File: src/rtl/pci_sys_pkg.sv
// Shared command codes, FSM state type and default data width for the
// PCI-to-system command bridge.
package pci_sys_pkg;

    localparam int unsigned PCI_DATA_W = 32;

    localparam logic [3:0] CMD_MEM_RD = 4'b0110;
    localparam logic [3:0] CMD_MEM_WR = 4'b0111;

    typedef enum logic [2:0] {
        StIdle,
        StAddr,
        StWrData,
        StRdReq,
        StRdData
    } state_e;

endpackage

File: src/rtl/pci_sys_cmd_bridge.sv
// sys_clk-side bridge: decodes PCI memory commands, turns write bursts into
// system write beats and read commands into one read request plus a response burst.
module pci_sys_cmd_bridge
    import pci_sys_pkg::*;
#(
    parameter int unsigned DATA_W    = PCI_DATA_W,
    parameter int unsigned BURST_LEN = 8,
    parameter int unsigned CNT_W     = 4
) (
    input  logic              sys_clk,
    input  logic              sys_rst_n,
    input  logic              cmd_valid,
    input  logic [3:0]        cmd,
    input  logic              rfifo_empty,
    input  logic [DATA_W-1:0] pci_read_data,
    output logic              rfifo_pop,
    input  logic              wfifo_full,
    output logic              wfifo_push,
    output logic [DATA_W-1:0] pci_write_data,
    output logic              req_valid,
    input  logic              req_ready,
    output logic              req_write,
    output logic [DATA_W-1:0] req_addr,
    output logic [DATA_W-1:0] req_data,
    input  logic              rsp_valid,
    output logic              rsp_ready,
    input  logic [DATA_W-1:0] rsp_data,
    output logic              busy,
    output logic [7:0]        bad_cmd_cnt
);

    state_e            state_q;
    logic [3:0]        cmd_q;
    logic [DATA_W-1:0] base_q;
    logic [CNT_W-1:0]  beat_q;
    logic [7:0]        bad_cnt_q;
    logic              last_beat;

    assign last_beat   = (beat_q == CNT_W'(BURST_LEN - 1));
    assign busy        = (state_q != StIdle);
    assign bad_cmd_cnt = bad_cnt_q;

    always_ff @(posedge sys_clk) begin
        if (!sys_rst_n) begin
            state_q   <= StIdle;
            cmd_q     <= '0;
            base_q    <= '0;
            beat_q    <= '0;
            bad_cnt_q <= '0;
        end else begin
            unique case (state_q)
                StIdle: begin
                    if (cmd_valid) begin
                        cmd_q   <= cmd;
                        state_q <= StAddr;
                    end
                end
                StAddr: begin
                    if (!rfifo_empty) begin
                        beat_q <= '0;
                        if (cmd_q == CMD_MEM_WR) begin
                            base_q  <= pci_read_data;
                            state_q <= StWrData;
                        end else if (cmd_q == CMD_MEM_RD) begin
                            base_q  <= pci_read_data;
                            state_q <= StRdReq;
                        end else begin
                            // Unsupported: address word is consumed and dropped.
                            state_q <= StIdle;
                            if (bad_cnt_q != 8'hFF) begin
                                bad_cnt_q <= bad_cnt_q + 8'd1;
                            end
                        end
                    end
                end
                StWrData: begin
                    if (!rfifo_empty && req_ready) begin
                        if (last_beat) begin
                            beat_q  <= '0;
                            state_q <= StIdle;
                        end else begin
                            beat_q <= beat_q + 1'b1;
                        end
                    end
                end
                StRdReq: begin
                    if (req_ready) begin
                        beat_q  <= '0;
                        state_q <= StRdData;
                    end
                end
                StRdData: begin
                    if (rsp_valid && !wfifo_full) begin
                        if (last_beat) begin
                            beat_q  <= '0;
                            state_q <= StIdle;
                        end else begin
                            beat_q <= beat_q + 1'b1;
                        end
                    end
                end
                default: state_q <= StIdle;
            endcase
        end
    end

    // Strobes are pass-through so a handshake and its FIFO pop share one cycle.
    always_comb begin
        rfifo_pop      = 1'b0;
        req_valid      = 1'b0;
        req_write      = 1'b0;
        req_addr       = '0;
        req_data       = '0;
        rsp_ready      = 1'b0;
        wfifo_push     = 1'b0;
        pci_write_data = '0;
        unique case (state_q)
            StAddr: rfifo_pop = !rfifo_empty;
            StWrData: begin
                req_valid = !rfifo_empty;
                req_write = 1'b1;
                req_data  = pci_read_data;
                req_addr  = base_q + (DATA_W'(beat_q) << 2);
                rfifo_pop = !rfifo_empty && req_ready;
            end
            StRdReq: begin
                req_valid = 1'b1;
                req_addr  = base_q;
            end
            StRdData: begin
                rsp_ready      = !wfifo_full;
                wfifo_push     = rsp_valid && !wfifo_full;
                pci_write_data = rsp_data;
            end
            default: ;
        endcase
    end

`ifndef SYNTHESIS
    cmd_while_busy: assert property (@(posedge sys_clk) disable iff (!sys_rst_n)
        !(cmd_valid && state_q != StIdle));
`endif

endmodule

File: config.mk
export PLATFORM = sky130hd
export DESIGN_NAME = pci_sys_cmd_bridge
export DESIGN_NICKNAME = d
export VERILOG_FILES = /design/src/rtl/pci_sys_pkg.sv /design/src/rtl/pci_sys_cmd_bridge.sv
export SDC_FILE = /design/constraint.sdc
export NUM_CORES = 1
export LEC_CHECK = 0
export ABC_CLOCK_PERIOD_IN_PS = 2700
export BUFFER_PORTS_ARGS = -buffer_cell sky130_fd_sc_hd__buf_2
export CORE_MARGIN = 3
export CORE_UTILIZATION = 47
export CTS_BUF_LIST = sky130_fd_sc_hd__clkbuf_4 sky130_fd_sc_hd__clkbuf_8
export CTS_CLUSTER_SIZE = 30
export DETAILED_ROUTE_END_ITERATION = 6
export GPL_TIMING_DRIVEN = 0
export PLACE_DENSITY = 0.89
export REMOVE_ABC_BUFFERS = 1
export SYNTH_ARGS = -nofsm -noshare
export SYNTH_HDL_FRONTEND = slang
export SYNTH_SLANG_ARGS = --single-unit
export TNS_END_PERCENT = 50
File: constraint.sdc
create_clock -name sys_clk -period 2.7 [get_ports sys_clk]
set_input_delay 0.54 -clock sys_clk [delete_from_list [all_inputs] [get_ports sys_clk]]
set_output_delay 0.54 -clock sys_clk [all_outputs]
set_load 0.05 [all_outputs]
-- Word-level counts from Yosys, hierarchy flattened
Index checks and enable logic that the tools add are counted.
- output and inout port bits: 110
- bits in registers: 51
- mux-type cells: 25
- equal/unequal tests: 13
- reduce and logical (&&, ||, !) cells: 13
- bitwise gates (word level): 3
- add/sub/neg operators: 3
- operators with widths (cell ; number):
    $mux 32 ; 4
    $pmux 32 s2 ; 1
    $add 32x6->32 ; 1
    $mux 4 ; 5
    $mux 3 ; 6
    $pmux 4 s4 ; 1
    $pmux 3 s5 ; 1
    $reduce_and 5->1 ; 3
    $eq 4x3->1 const B ; 3
    $ne 2x2->1 const B ; 5
    $add 8x1->8 const B ; 1
    $ne 8x8->1 const B ; 1
    $eq 3x2->1 const B ; 2
    $add 4x1->4 const B ; 1
    $mux 2 ; 2
    $pmux 1 s2 ; 2
    $reduce_bool 4->1 ; 1
    $eq 3x1->1 const B ; 1
    $eq 3x3->1 const B ; 1
    $logic_not 3->1 ; 1
    $mux 1 ; 3
    $not 1->1 ; 3
    $reduce_and 3->1 ; 1
    $reduce_bool 3->1 ; 1
    4 further kinds ; 6

-- Depth between registers and ports, before layout
Gate-level depths: netlist (run 1).
- depth after elaboration: 5
- mapped depth: 9

-- Least setup slack after synthesis (run 1)
OpenSTA, ideal clock, no wires.
- kind: register to output
- start point: reg beat_q[0]
- end point: out req_addr[28]
- cell stages (with the launch flop): 9
- arrival time: 2.634 ns
- required time: 2.160 ns
- path buffers: 0
- slack: -0.474 ns
- path through: dfxtp_1 > ha_1 > inv_1 > fa_1 > nand2b_1 > a211oi_1 > nand2_2 > or3_1 > a21oi_1
- longest elaborated chain between the ends: 2
- RTL lines (what ; line ; source):
    from (decl) ; pci_sys_cmd_bridge.sv:35 ; logic [CNT_W-1:0] beat_q;
    from (signal assigned) ; pci_sys_cmd_bridge.sv:82 ; beat_q <= beat_q + 1'b1;
    from (signal assigned) ; pci_sys_cmd_bridge.sv:98 ; beat_q <= beat_q + 1'b1;
    $add 32x6->32 ; pci_sys_cmd_bridge.sv:123 ; req_addr = base_q + (DATA_W'(beat_q) << 2);
    $pmux 32 s2 ; pci_sys_cmd_bridge.sv:117 ; unique case (state_q)
    to (decl) ; pci_sys_cmd_bridge.sv:23 ; output logic [DATA_W-1:0] req_addr,
Every way passes these cells.

-- Worst setup path after layout (run 1)
- start point: reg base_q[3]
- end point: out req_addr[30]
- longest elaborated chain between the ends: 2
- RTL lines (what ; line ; source):
    from (decl) ; pci_sys_cmd_bridge.sv:34 ; logic [DATA_W-1:0] base_q;
    from (signal assigned) ; pci_sys_cmd_bridge.sv:62 ; base_q <= pci_read_data;
    from (signal assigned) ; pci_sys_cmd_bridge.sv:65 ; base_q <= pci_read_data;
    $add 32x6->32 ; pci_sys_cmd_bridge.sv:123 ;
    $pmux 32 s2 ; pci_sys_cmd_bridge.sv:117 ;
Every way passes these cells.

==> impl_metrics.xml, run 1 <==
<?xml version="1.0" encoding="UTF-8"?>
<metrics>
  <group name="outcome">
    <metric name="outcome" unit="">complete, but fails checks</metric>
    <metric name="violations_in_the_final_reports" unit="">setup timing</metric>
  </group>
  <group name="layout">
    <metric name="post_layout_net_count" unit="">752</metric>
    <metric name="post_layout_nonfiller_instances" unit="">766</metric>
    <metric name="finalInstanceArea" unit="µm²">5190</metric>
    <metric name="layout-drive-gt1-share" unit="%">41.0</metric>
    <metric name="flow.area_growth_from_synthesis" unit="%">48.8</metric>
    <metric name="insertedDiodeCount" unit="">0</metric>
    <metric name="fill_cells" unit="">542</metric>
  </group>
  <group name="worst_setup_path">
    <metric name="critical_path.reg2reg.startpoint" unit="">state_q[0]$_SDFFE_PN0P_</metric>
    <metric name="cp_top_family" unit="">simple AND/OR/NAND/NOR gates</metric>
    <metric name="path_buf_inv" unit="">2</metric>
    <metric name="timing.critical_path.slowest_stage_cell" unit="">sky130_fd_sc_hd__dfxtp_2</metric>
    <metric name="crit_chain" unit="">inv_1 -&gt; fa_2 -&gt; nand2b_4 -&gt; a211oi_4 -&gt; nand2_2 -&gt; or3_4 -&gt; a21oi_2 -&gt; buf_6</metric>
    <metric name="regToRegEndpoint" unit="">base_q[7]$_SDFFE_PN0P_</metric>
    <metric name="setup.reg_to_reg.worst_slack" unit="ps">410</metric>
    <metric name="worst-endpoint-arrival" unit="ps">2490</metric>
    <metric name="worstSetupEndpointType" unit="">output pin</metric>
    <metric name="critical_path_class" unit="">register to output pin</metric>
    <metric name="timing.critical_path.required" unit="ps">2160</metric>
    <metric name="worst_path_largest_cell_delay" unit="ps">400</metric>
    <metric name="worstPathMaxFanout" unit="">4</metric>
    <metric name="timing.critical_path.from_type" unit="">register</metric>
    <metric name="rr_worst_depth" unit="">4</metric>
  </group>
  <group name="timing">
    <metric name="worst_slew_pin_slew" unit="ps">1200</metric>
    <metric name="final.setup_skew" unit="ps">5.25</metric>
    <metric name="grt_setup_unrepaired" unit="">true</metric>
    <metric name="postLayoutSetupSlackWorst" unit="ps">-330</metric>
    <metric name="worst_max_slew_margin_expressed_relative_to_the_limit" unit="%">20.1</metric>
    <metric name="finalHoldViolCount" unit="">0</metric>
    <metric name="finalCritPeriodShare" unit="%">112</metric>
    <metric name="post-route-min-period" unit="ps">3030</metric>
    <metric name="setup_viol" unit="">16</metric>
    <metric name="finalSetupTns" unit="ps">-3780</metric>
    <metric name="finalMaxSlewViolations" unit="">0</metric>
    <metric name="fmax" unit="MHz">330</metric>
  </group>
  <group name="power">
    <metric name="ir_worst_vdd" unit="mV">0.269</metric>
    <metric name="power_leakage" unit="nW">2.32</metric>
    <metric name="power-per-cell-area" unit="nW/µm²">275</metric>
  </group>
  <group name="logic_synthesis">
    <metric name="synth-main-ff-cell" unit="">sky130_fd_sc_hd__dfxtp_1</metric>
    <metric name="netlist_instances" unit="">488</metric>
    <metric name="ys_top_cells_by_count" unit="">sky130_fd_sc_hd__nand2_1, sky130_fd_sc_hd__and2_1, sky130_fd_sc_hd__a21oi_1, sky130_fd_sc_hd__dfxtp_1, sky130_fd_sc_hd__nor2_1</metric>
    <metric name="post_synth_mux_area_share" unit="%">1.43</metric>
    <metric name="synth_top_family_by_area" unit="">simple AND/OR/NAND/NOR gates</metric>
    <metric name="postSynthRegisterBits" unit="">51</metric>
    <metric name="synth.distinct_cells" unit="">52</metric>
    <metric name="synth_most_common_cell" unit="">sky130_fd_sc_hd__nand2_1</metric>
    <metric name="synth_top_area_share" unit="%">29.3</metric>
    <metric name="share_of_synthesized_flip_flops_with_an_asynchronous_set_or_reset" unit="%">0</metric>
    <metric name="synth_sequential_area_ratio" unit="%">29.3</metric>
    <metric name="synth-edff-count" unit="">0</metric>
    <metric name="synth_fa_ha_area_share" unit="%">2.72</metric>
    <metric name="syn_avg_cell_area" unit="µm²">7.15</metric>
    <metric name="synth_warn" unit="">0</metric>
    <metric name="synth_simple_gate_area_share" unit="%">42.4</metric>
    <metric name="synth_area_leader_cell" unit="">sky130_fd_sc_hd__dfxtp_1</metric>
    <metric name="mappedNetlistArea" unit="µm²">3490</metric>
    <metric name="compound_gate_fraction_of_synth_area" unit="%">11.9</metric>
    <metric name="post_synth_xor_area_fraction" unit="%">7.28</metric>
    <metric name="post_synth_main_area_contributors" unit="">sky130_fd_sc_hd__dfxtp_1, sky130_fd_sc_hd__and2_1, sky130_fd_sc_hd__nand2_1</metric>
  </group>
  <group name="detailed_routing">
    <metric name="drtIter0Drc" unit="">270</metric>
    <metric name="detailroute.wirelength.met3" unit="µm">731</metric>
    <metric name="via_per_inst" unit="">5.49</metric>
    <metric name="topRoutingLayerUsed" unit="">met4</metric>
    <metric name="postRouteWirelength" unit="mm">12.6</metric>
    <metric name="avgRoutedWirePerCell" unit="µm">16.4</metric>
    <metric name="wl_met1" unit="mm">4.73</metric>
    <metric name="vias" unit="">4209</metric>
    <metric name="met2_wirelength" unit="mm">6.59</metric>
    <metric name="route.antenna.remaining_nets" unit="">0</metric>
    <metric name="drt_pass_1_iters" unit="">5</metric>
    <metric name="remaining_drcs" unit="">0</metric>
  </group>
  <group name="floorplan">
    <metric name="start_util" unit="%">50.0</metric>
    <metric name="die_w" unit="µm">92.2</metric>
    <metric name="io_pins" unit="">185</metric>
    <metric name="row_count" unit="">30</metric>
    <metric name="floorplan.core_area" unit="µm²">6980</metric>
    <metric name="die_area" unit="µm²">8490</metric>
    <metric name="floorplan_die_height" unit="µm">92.2</metric>
  </group>
  <group name="clocking">
    <metric name="cts_tree" unit="">built</metric>
    <metric name="cts-root-to-sink-buffers" unit="">2</metric>
    <metric name="cts_sinks" unit="">51</metric>
    <metric name="cts-buffers-inserted" unit="">5</metric>
    <metric name="cts.root.buffer_cell" unit="">sky130_fd_sc_hd__clkbuf_8</metric>
    <metric name="cts_hold_repair.buffers" unit="">0</metric>
    <metric name="clk-insertion-delay-late" unit="ps">300</metric>
    <metric name="htree_num_levels" unit="">2</metric>
    <metric name="cts.reportedPaths.clkPinSlew" unit="ps">90</metric>
  </group>
  <group name="grt">
    <metric name="first_pass_grt_wire_length" unit="mm">19.0</metric>
    <metric name="antenna_violations_before_repair" unit="">0</metric>
    <metric name="largest_net_degree_at_the_start_of_global_routing" unit="">51</metric>
    <metric name="grt-ovfl-total" unit="">0</metric>
    <metric name="vias_in_the_first_global_route" unit="">3980</metric>
    <metric name="gr-usage-all-layers" unit="%">26.8</metric>
  </group>
  <group name="placement">
    <metric name="place_area" unit="µm²">4430</metric>
    <metric name="placedCellCount" unit="">739</metric>
    <metric name="routabilityCongestion" unit="">0.921</metric>
    <metric name="placement.io_buffers" unit="">184</metric>
    <metric name="dpl.hpwl" unit="mm">8.07</metric>
    <metric name="preCtsSetupSlack" unit="ps">-811</metric>
  </group>
  <group name="min_path">
    <metric name="hold_path.startpoint" unit="">base_q[1]$_SDFFE_PN0P_</metric>
    <metric name="timing.hold.worst.class" unit="">register to register</metric>
    <metric name="min_path_cells" unit="">2</metric>
    <metric name="whs_endpoint" unit="">base_q[1]$_SDFFE_PN0P_</metric>
  </group>
  <group name="flow_run">
    <metric name="max_cap_viol_count" unit="">0</metric>
  </group>
</metrics>
logic make-up after synthesis:
kind of cell,after synthesis
flops,51
simple gates,283
fa+ha+maj,7
xor+xnor,29
buf+inv,40
compound gates,73
mux,5
what timing repair did:
action,in CTS,in global routing
resized for setup,82,83
endpoints found under the setup margin,97,60
buffers inserted,11,10
pin swaps,11,21
how the worst max path moves through the flow:
stage	startpoint	endpoint	cells past startpoint
floorplan	beat_q[0]$_SDFFE_PN0P_	req_addr[28]	8
global placement	beat_q[0]$_SDFFE_PN0P_	req_addr[30]	9
detailed placement	beat_q[0]$_SDFFE_PN0P_	req_addr[30]	9
CTS	base_q[2]$_SDFFE_PN0P_	req_addr[16]	10
global route	base_q[3]$_SDFFE_PN0P_	req_addr[16]	9
finish	base_q[3]$_SDFFE_PN0P_	req_addr[30]	8
flip-flops by register name (all words and copies together), names as in the netlist:
register,count
base_q,32
cmd_q,4
state_q,3
bad_cmd_cnt,8
beat_q,4
cell type report:
cell class              instances  area [µm²]  share of cell area (%)
inverters                      10        37.5                   0.723
well taps                      96         120                    2.31
multi-input cells             397        2500                    48.2
flip-flops and latches         51        1080                    20.8
clock buffers                   6        76.3                    1.47
clock inverters                 1        30.0                   0.578
repair buffers                205        1350                    25.9
per-stage QoR:
stage	total power [W]	hold slack, ps	utilization, %
after global placement	0.000918	445	62.9
final	0.00143	462	74.4
after floorplan	0.000844	432	-
after global routing	0.00148	466	74.4
after CTS	0.00144	462	70.1
after detailed placement	0.000923	454	63.5
layout by cell type, fill, tap and decap left out, types with 10 or more instances in the layout:
cell type	instances
sky130_fd_sc_hd__buf_6	28
sky130_fd_sc_hd__nand3_1	10
sky130_fd_sc_hd__dfxtp_2	11
sky130_fd_sc_hd__nand4_1	12
sky130_fd_sc_hd__a21oi_1	48
sky130_fd_sc_hd__nand2_1	88
sky130_fd_sc_hd__nor2_1	44
sky130_fd_sc_hd__buf_2	127
sky130_fd_sc_hd__xor2_1	21
sky130_fd_sc_hd__clkbuf_4	11
sky130_fd_sc_hd__dfxtp_4	12
sky130_fd_sc_hd__and2_1	68
sky130_fd_sc_hd__buf_4	39
sky130_fd_sc_hd__dfxtp_1	28
power breakdown:
part           switching [W]  internal (W)
clock network       0.000245      0.000282
logic              0.0000764     0.0000630
registers          0.0000147      0.000748
worst min-delay path: stages (launching register included):
cell	delay [ps]
sky130_fd_sc_hd__dfxtp_1	310
sky130_fd_sc_hd__nand2_1	50
sky130_fd_sc_hd__a21oi_1	50
metal layers:
layer	up-vias	GRT usage (%)
met5	-	0
li1	1991	-
met1	1964	32.0
met4	0	11.4
met2	205	47.7
met3	49	3.69
(Power assumes the default switching activity.)
==> inputs of run 2 (changes only) <==
==> constraint.sdc (replaced) <==
create_clock -name sys_clk -period 2.7 [get_ports sys_clk]
set_input_delay 0 -clock sys_clk [delete_from_list [all_inputs] [get_ports sys_clk]]
set_output_delay 0 -clock sys_clk [all_outputs]
set_load 0.05 [all_outputs]
==> run 2 against run 1 <==
  * Sequential power grew 1%
  * Largest cell class unchanged
  * Sequential share of layout area shrank 0.53 points
  * Non-clock buffer count rose by 28
  * Die area did not move
  * Highest routed layer unchanged
  * The flow now finishes without violations
==> impl_metrics.xml, run 2 (same netlist as run 1, synthesis figures left out) <==
<?xml version="1.0" encoding="UTF-8"?>
<metrics>
  <group name="worst_setup_path">
    <metric name="timing.critical_path.from_type" unit="">register</metric>
    <metric name="worst_path_largest_cell_delay" unit="ps">360</metric>
    <metric name="critical_path_class" unit="">register to output pin</metric>
    <metric name="cp_top_family" unit="">simple AND/OR/NAND/NOR gates</metric>
    <metric name="worstPathMaxFanout" unit="">4</metric>
    <metric name="timing.critical_path.slowest_stage_cell" unit="">sky130_fd_sc_hd__dfxtp_2</metric>
    <metric name="timing.critical_path.required" unit="ps">2700</metric>
    <metric name="worstSetupEndpointType" unit="">output pin</metric>
    <metric name="worst-endpoint-arrival" unit="ps">2630</metric>
    <metric name="path_buf_inv" unit="">2</metric>
    <metric name="crit_chain" unit="">ha_2 -&gt; inv_1 -&gt; fa_2 -&gt; nand2b_4 -&gt; a211oi_4 -&gt; nand2_2 -&gt; or3_1 -&gt; a21oi_1 -&gt; buf_4</metric>
  </group>
  <group name="grt">
    <metric name="vias_in_the_first_global_route" unit="">4188</metric>
    <metric name="largest_net_degree_at_the_start_of_global_routing" unit="">51</metric>
    <metric name="first_pass_grt_wire_length" unit="mm">19.6</metric>
    <metric name="gr-usage-all-layers" unit="%">27.8</metric>
    <metric name="grt-ovfl-total" unit="">0</metric>
    <metric name="antenna_violations_before_repair" unit="">1</metric>
  </group>
  <group name="timing">
    <metric name="finalHoldViolCount" unit="">0</metric>
    <metric name="finalMaxSlewViolations" unit="">0</metric>
    <metric name="finalCritPeriodShare" unit="%">97.3</metric>
    <metric name="post-route-min-period" unit="ps">2630</metric>
    <metric name="final.hold.worst_slack" unit="ps">15.0</metric>
    <metric name="worst_max_slew_margin_expressed_relative_to_the_limit" unit="%">41.8</metric>
    <metric name="setup_viol" unit="">0</metric>
    <metric name="worst_slew_pin_slew" unit="ps">873</metric>
    <metric name="final.setup_skew" unit="ps">8.37</metric>
    <metric name="fmax" unit="MHz">381</metric>
  </group>
  <group name="detailed_routing">
    <metric name="met2_wirelength" unit="mm">6.39</metric>
    <metric name="topRoutingLayerUsed" unit="">met4</metric>
    <metric name="postRouteWirelength" unit="mm">12.5</metric>
    <metric name="drtIter0Drc" unit="">314</metric>
    <metric name="avgRoutedWirePerCell" unit="µm">15.7</metric>
    <metric name="wl_met1" unit="mm">4.69</metric>
    <metric name="remaining_drcs" unit="">0</metric>
    <metric name="route.antenna.remaining_nets" unit="">0</metric>
    <metric name="detailroute.wirelength.met3" unit="µm">713</metric>
    <metric name="via_per_inst" unit="">5.39</metric>
    <metric name="vias" unit="">4287</metric>
    <metric name="drt_pass_1_iters" unit="">6</metric>
  </group>
  <group name="clocking">
    <metric name="cts.reportedPaths.clkPinSlew" unit="ps">90</metric>
    <metric name="cts_sinks" unit="">51</metric>
    <metric name="clk-insertion-delay-late" unit="ps">300</metric>
    <metric name="cts_tree" unit="">built</metric>
    <metric name="cts-root-to-sink-buffers" unit="">2</metric>
    <metric name="cts.root.buffer_cell" unit="">sky130_fd_sc_hd__clkbuf_8</metric>
    <metric name="htree_num_levels" unit="">2</metric>
    <metric name="cts-buffers-inserted" unit="">5</metric>
  </group>
  <group name="layout">
    <metric name="leading_cell_types_in_the_layout_fill_and_taps_excluded" unit="">sky130_fd_sc_hd__buf_2, sky130_fd_sc_hd__nand2_1, sky130_fd_sc_hd__and2_1</metric>
    <metric name="finish.utilization" unit="%">72.6</metric>
    <metric name="layout-drive-gt1-share" unit="%">32.5</metric>
    <metric name="largest_register_ffs" unit="">32</metric>
    <metric name="registers.top_by_ff_count" unit="">base_q</metric>
    <metric name="most_common_cell_after_layout_fill_and_taps_aside" unit="">sky130_fd_sc_hd__buf_2</metric>
    <metric name="flow.area_growth_from_synthesis" unit="%">45.3</metric>
    <metric name="post_layout_net_count" unit="">780</metric>
  </group>
  <group name="power">
    <metric name="total_power_of_the_final_layout" unit="W">0.00148</metric>
    <metric name="net-switching-power" unit="W">0.000347</metric>
    <metric name="power-per-cell-area" unit="nW/µm²">293</metric>
    <metric name="ir_worst_vdd" unit="mV">0.261</metric>
    <metric name="pwr-share-clk" unit="%">35.7</metric>
    <metric name="power_leakage" unit="nW">2.41</metric>
    <metric name="power_frac_seq" unit="%">52.0</metric>
    <metric name="power.switching_fraction" unit="%">23.4</metric>
    <metric name="intPower" unit="W">0.00114</metric>
    <metric name="power_frac_comb" unit="%">12.2</metric>
  </group>
  <group name="placement">
    <metric name="dpl.hpwl" unit="mm">8.07</metric>
    <metric name="routabilityCongestion" unit="">0.921</metric>
    <metric name="placement.io_buffers" unit="">184</metric>
  </group>
  <group name="floorplan">
    <metric name="io_pins" unit="">185</metric>
    <metric name="floorplan_die_height" unit="µm">92.2</metric>
    <metric name="start_util" unit="%">50.0</metric>
    <metric name="row_count" unit="">30</metric>
    <metric name="die_w" unit="µm">92.2</metric>
    <metric name="die_area" unit="µm²">8490</metric>
    <metric name="floorplan.core_area" unit="µm²">6980</metric>
  </group>
  <group name="outcome">
    <metric name="outcome" unit="">complete, no violations</metric>
  </group>
  <group name="flow_run">
    <metric name="max_cap_viol_count" unit="">0</metric>
  </group>
  <group name="min_path">
    <metric name="timing.hold.worst.class" unit="">input port to register</metric>
  </group>
</metrics>
-- run 2: cell types whose count changed in the layout (fill, tap and decap cells not counted), sizes merged --
cell,change
buf,+1
clkbuf,-9
diode,+1
dlygate4sd3,+36
-- run 2: metrics by stage --
stage,std cells,instance area [µm²],TNS (ps),setup slack [ps]
detailed placement,739,4430,-5300,-271
global route,795,5070,-40.7,-27.7
floorplan,458,3350,-12550,-487
CTS,784,4950,-9.49,-9.49
global placement,738,4390,-40030,-674
finish,795,5070,0,72.4
-- run 2: path summary, 6_finish.rpt --
kind                                              start                      end  slack (ps)  cells after the start
worst max-delay path             base_q[2]$_SDFFE_PN0P_             req_addr[30]          70                      9
worst min-delay path                          sys_rst_n  state_q[2]$_SDFFE_PN0P_          20                      3
worst max register to register  state_q[0]$_SDFFE_PN0P_   base_q[7]$_SDFFE_PN0P_         580                      5
worst min register to register   base_q[1]$_SDFFE_PN0P_   base_q[1]$_SDFFE_PN0P_         460                      2
-- run 2: repair_timing --
action,4_1_cts,5_1_grt
hold buffers,36,0
setup buffers,2,10
endpoints found under the setup margin,48,76
endpoints found under the hold margin,36,0
pin swaps,2,5
resized for setup,8,21
-- run 2: layer usage --
metal,global-route usage [%],vias to the layer above
li1,-,2052
met1,32.1,1973
met2,49.2,199
met3,4.02,63
met4,15.1,0
met5,0,-
-- run 2: power by group through the flow --
| stage | sequential, W | combinational [W] | clock (W) |
|---|---|---|---|
| finish | 0.000773 | 0.000182 | 0.000530 |
| CTS | 0.000773 | 0.000176 | 0.000534 |
| detailed placement | 0.000789 | 0.000134 | 0 |
| global route | 0.000774 | 0.000196 | 0.000564 |
| floorplan | 0.000789 | 0.0000546 | 0 |
| global placement | 0.000788 | 0.000130 | 0 |
-- run 2: final cells by class --
cell class              count  area (µm²)
diodes                      1        2.50
well taps                  96         120
clock buffers               6        76.3
multi-input cells         397        2350
repair buffers            233        1430
clock inverters             1        30.0
inverters                  10        37.5
fillers                   568        1910
flip-flops and latches     51        1030
-- run 2: tightest hold or removal path: stages --
cell	delay [ps]
sky130_fd_sc_hd__buf_2	140
sky130_fd_sc_hd__nand2_1	70
sky130_fd_sc_hd__o21ai_0	70
==> inputs of run 3 (changes only) <==
--- a/config.mk
+++ b/config.mk
@@ -5,10 +5,11 @@
 export SDC_FILE = /design/constraint.sdc
 export NUM_CORES = 1
 export LEC_CHECK = 0
+export ABC_AREA = 1
 export ABC_CLOCK_PERIOD_IN_PS = 2700
 export BUFFER_PORTS_ARGS = -buffer_cell sky130_fd_sc_hd__buf_2
 export CORE_MARGIN = 3
-export CORE_UTILIZATION = 47
+export CORE_UTILIZATION = 49
 export CTS_BUF_LIST = sky130_fd_sc_hd__clkbuf_4 sky130_fd_sc_hd__clkbuf_8
 export CTS_CLUSTER_SIZE = 30
 export DETAILED_ROUTE_END_ITERATION = 6
==> run 3 against run 2 <==
  * The flow now finishes with violations (hold timing)
  * Utilization fell by 4.3 points
  * Hold slack got worse by 16 ps
  * First-iteration DRC count increased by 38%
  * Maximum frequency up 4.7%
  * Clock skew up 12 ps
  * Area after synthesis increased by 15%
  * Sequential cell count did not move
  * Critical endpoint unchanged
  * Largest cell class unchanged
==> impl_metrics.xml, run 3 <==
<?xml version="1.0" encoding="UTF-8"?>
<metrics>
  <group name="timing">
    <metric name="finalCritPeriodShare" unit="%">93.0</metric>
    <metric name="worst_slew_pin_slew" unit="ps">700</metric>
    <metric name="grt_setup_unrepaired" unit="">false</metric>
    <metric name="final.hold.worst_slack" unit="ps">-0.582</metric>
    <metric name="final.setup_skew" unit="ps">20.5</metric>
    <metric name="fmax" unit="MHz">398</metric>
    <metric name="post-route-min-period" unit="ps">2510</metric>
    <metric name="worst_max_slew_margin_expressed_relative_to_the_limit" unit="%">53.3</metric>
    <metric name="setup_viol" unit="">0</metric>
    <metric name="finalMaxSlewViolations" unit="">0</metric>
    <metric name="finalHoldViolCount" unit="">1</metric>
    <metric name="finalSetupTns" unit="ps">0</metric>
  </group>
  <group name="clocking">
    <metric name="clk-insertion-delay-late" unit="ps">320</metric>
    <metric name="cts-buffers-inserted" unit="">5</metric>
    <metric name="htree_num_levels" unit="">2</metric>
    <metric name="cts_tree" unit="">built</metric>
    <metric name="cts_sinks" unit="">51</metric>
    <metric name="cts.root.buffer_cell" unit="">sky130_fd_sc_hd__clkbuf_8</metric>
    <metric name="cts-root-to-sink-buffers" unit="">2</metric>
    <metric name="post_cts_setup_buffers" unit="">0</metric>
    <metric name="cts.reportedPaths.clkPinSlew" unit="ps">100</metric>
  </group>
  <group name="worst_setup_path">
    <metric name="rr_worst_depth" unit="">7</metric>
    <metric name="crit_chain" unit="">ha_1 -&gt; inv_1 -&gt; fa_1 -&gt; inv_1 -&gt; nand2_1 -&gt; nand2_1 -&gt; o21ai_2 -&gt; nor2_1 -&gt; nand2_1 -&gt; nand2_1 -&gt; nand3_1 -&gt; nand2_1 -&gt; clkbuf_4</metric>
    <metric name="critical_path_class" unit="">register to output pin</metric>
    <metric name="critical_path_depth" unit="">13</metric>
    <metric name="cp_top_family" unit="">simple AND/OR/NAND/NOR gates</metric>
    <metric name="worstSetupEndpointType" unit="">output pin</metric>
    <metric name="worstPathMaxFanout" unit="">6</metric>
    <metric name="worst-endpoint-arrival" unit="ps">2510</metric>
    <metric name="worst_path_most_repeated_cell" unit="">sky130_fd_sc_hd__nand2_1</metric>
    <metric name="timing.critical_path.slowest_stage_cell" unit="">sky130_fd_sc_hd__fa_1</metric>
    <metric name="path_buf_inv" unit="">3</metric>
    <metric name="worst_path_largest_cell_delay" unit="ps">450</metric>
    <metric name="timing.critical_path.required" unit="ps">2700</metric>
    <metric name="timing.critical_path.from_type" unit="">register</metric>
  </group>
  <group name="outcome">
    <metric name="outcome" unit="">complete, but fails checks</metric>
    <metric name="violations_in_the_final_reports" unit="">hold timing</metric>
  </group>
  <group name="grt">
    <metric name="vias_in_the_first_global_route" unit="">4402</metric>
    <metric name="first_pass_grt_wire_length" unit="mm">19.9</metric>
    <metric name="gr-usage-all-layers" unit="%">26.3</metric>
    <metric name="grt-ovfl-total" unit="">0</metric>
    <metric name="largest_net_degree_at_the_start_of_global_routing" unit="">65</metric>
    <metric name="antenna_violations_before_repair" unit="">0</metric>
  </group>
  <group name="logic_synthesis">
    <metric name="synth-edff-count" unit="">0</metric>
    <metric name="synth.distinct_cells" unit="">28</metric>
    <metric name="synth_area_leader_cell" unit="">sky130_fd_sc_hd__dfxtp_1</metric>
    <metric name="synth_warn" unit="">0</metric>
    <metric name="synth_most_common_cell" unit="">sky130_fd_sc_hd__nand2_1</metric>
    <metric name="ys_top_cells_by_count" unit="">sky130_fd_sc_hd__nand2_1, sky130_fd_sc_hd__nor2_1, sky130_fd_sc_hd__inv_1, sky130_fd_sc_hd__nand3_1, sky130_fd_sc_hd__a21oi_1</metric>
    <metric name="share_of_synthesized_flip_flops_with_an_asynchronous_set_or_reset" unit="%">0</metric>
    <metric name="synth-main-ff-cell" unit="">sky130_fd_sc_hd__dfxtp_1</metric>
    <metric name="synth_top_area_share" unit="%">25.5</metric>
    <metric name="mappedNetlistArea" unit="µm²">4000</metric>
    <metric name="postSynthRegisterBits" unit="">51</metric>
    <metric name="post_synth_main_area_contributors" unit="">sky130_fd_sc_hd__dfxtp_1, sky130_fd_sc_hd__nand2_1, sky130_fd_sc_hd__nor2_1</metric>
    <metric name="synth_sequential_area_ratio" unit="%">25.5</metric>
    <metric name="syn_avg_cell_area" unit="µm²">5.58</metric>
    <metric name="netlist_instances" unit="">717</metric>
  </group>
  <group name="detailed_routing">
    <metric name="postRouteWirelength" unit="mm">12.4</metric>
    <metric name="avgRoutedWirePerCell" unit="µm">12.1</metric>
    <metric name="vias" unit="">5054</metric>
    <metric name="drtIter0Drc" unit="">434</metric>
    <metric name="drt_pass_1_iters" unit="">6</metric>
    <metric name="route.antenna.remaining_nets" unit="">0</metric>
    <metric name="remaining_drcs" unit="">0</metric>
    <metric name="via_per_inst" unit="">4.95</metric>
  </group>
  <group name="floorplan">
    <metric name="floorplan.core_area" unit="µm²">7850</metric>
    <metric name="floorplan_die_height" unit="µm">96.4</metric>
    <metric name="start_util" unit="%">51.0</metric>
    <metric name="die_area" unit="µm²">9290</metric>
    <metric name="io_pins" unit="">185</metric>
    <metric name="row_count" unit="">32</metric>
    <metric name="die_w" unit="µm">96.4</metric>
  </group>
  <group name="layout">
    <metric name="largest_register_ffs" unit="">32</metric>
    <metric name="flow.area_growth_from_synthesis" unit="%">33.9</metric>
    <metric name="finalInstanceArea" unit="µm²">5360</metric>
    <metric name="post_layout_net_count" unit="">1000</metric>
    <metric name="leading_cell_types_in_the_layout_fill_and_taps_excluded" unit="">sky130_fd_sc_hd__buf_2, sky130_fd_sc_hd__nand2_1, sky130_fd_sc_hd__nor2_1</metric>
    <metric name="finish.utilization" unit="%">68.3</metric>
    <metric name="layout-drive-gt1-share" unit="%">23.2</metric>
    <metric name="registers.top_by_ff_count" unit="">base_q</metric>
    <metric name="insertedDiodeCount" unit="">0</metric>
    <metric name="most_common_cell_after_layout_fill_and_taps_aside" unit="">sky130_fd_sc_hd__buf_2</metric>
  </group>
  <group name="power">
    <metric name="ir_worst_vdd" unit="mV">0.386</metric>
    <metric name="power-per-cell-area" unit="nW/µm²">514</metric>
    <metric name="power_leakage" unit="nW">2.86</metric>
  </group>
  <group name="placement">
    <metric name="place_area" unit="µm²">4910</metric>
    <metric name="routabilityCongestion" unit="">0.996</metric>
    <metric name="placement.io_buffers" unit="">184</metric>
    <metric name="dpl.hpwl" unit="mm">9.03</metric>
  </group>
  <group name="min_path">
    <metric name="min_path_cells" unit="">3</metric>
    <metric name="timing.hold.worst.class" unit="">input port to register</metric>
  </group>
  <group name="flow_run">
    <metric name="max_cap_viol_count" unit="">0</metric>
  </group>
</metrics>
==> run 3: changes by cell type in the layout (fill, tap and decap cells not counted), moves of 36 or more <==
cell                      change
sky130_fd_sc_hd__inv_1      +121
sky130_fd_sc_hd__nor2_1      +90
sky130_fd_sc_hd__nand2_1     +73
sky130_fd_sc_hd__and2_1      -68
sky130_fd_sc_hd__o21ai_1     +38
sky130_fd_sc_hd__nand3_1     +36
==> run 3: through the flow <==
step	hold slack [ps]	instances	setup WS, ps	total power (W)
final	-0.582	1021	190	0.00275
after global routing	5.78	1021	6.77	0.00293
after CTS	0.860	1021	12.1	0.00275
after detailed placement	284	982	130	0.00223
after global placement	275	982	158	0.00222
after floorplan	120	696	202	0.00189
==> run 3: path summary, 6_finish.rpt <==
check | from | end | slack [ps]
worst max register to register | state_q[0]$_SDFFE_PN0P_ | base_q[10]$_SDFFE_PN0P_ | 740
worst min register to register | base_q[0]$_SDFFE_PN0P_ | base_q[0]$_SDFFE_PN0P_ | 460
worst min-delay path | pci_read_data[18] | base_q[18]$_SDFFE_PN0P_ | -0.6
worst max-delay path | beat_q[0]$_SDFFE_PN0P_ | req_addr[30] | 190
==> run 3: area by class of cell <==
cell class | instances | area (µm²)
Clock inverter | 3 | 27.5
Inverter | 135 | 509
Multi-Input combinational cell | 510 | 2370
Clock buffer | 5 | 68.8
Timing Repair Buffer | 215 | 1240
Sequential cell | 51 | 1020
Fill cell | 727 | 2490
Tap cell | 102 | 128
==> run 3: layer usage <==
layer | vias up | wire length (µm) | global-route usage (%)
li1 | 2628 | - | -
met1 | 2191 | 5420 | 36.6
met2 | 209 | 5840 | 43.2
met3 | 26 | 907 | 3.80
met4 | 0 | 238 | 5.72
met5 | - | 0 | 0
==> run 3: kinds of logic (layout without fill, tap and decap cells) <==
family,Yosys count,after routing,share of synthesized area (%)
and+or+nand+nor,379,379,39.6
DFF,51,51,25.5
xor gates and xnor gates,7,7,1.53
AOI/OAI and AO/OA,117,117,14.8
adders and majority gates,7,7,2.38
buffers and inverters,156,358,16.1
==> run 3: worst min-delay path: cells and delay by family <==
family / cells / cell delay [ps]
buffers and inverters: 1 / 90
AOI/OAI and AO/OA: 2 / 180
==> run 3: timing repair <==
item / 4_1_cts / 5_1_grt
setup endpoints to repair: 21 / 17
endpoints found under the hold margin: 29 / 0
pin swaps: 1 / 1
gates resized for setup: 8 / 8
hold buffers: 31 / 0
==> run 3: where the power goes <==
part | internal [W] | switching [W] | total (W)
logic | 0.000338 | 0.00109 | 0.00143
clock network | 0.000191 | 0.000288 | 0.000479
registers | 0.000798 | 0.0000482 | 0.000847
total | 0.00133 | 0.00142 | 0.00275
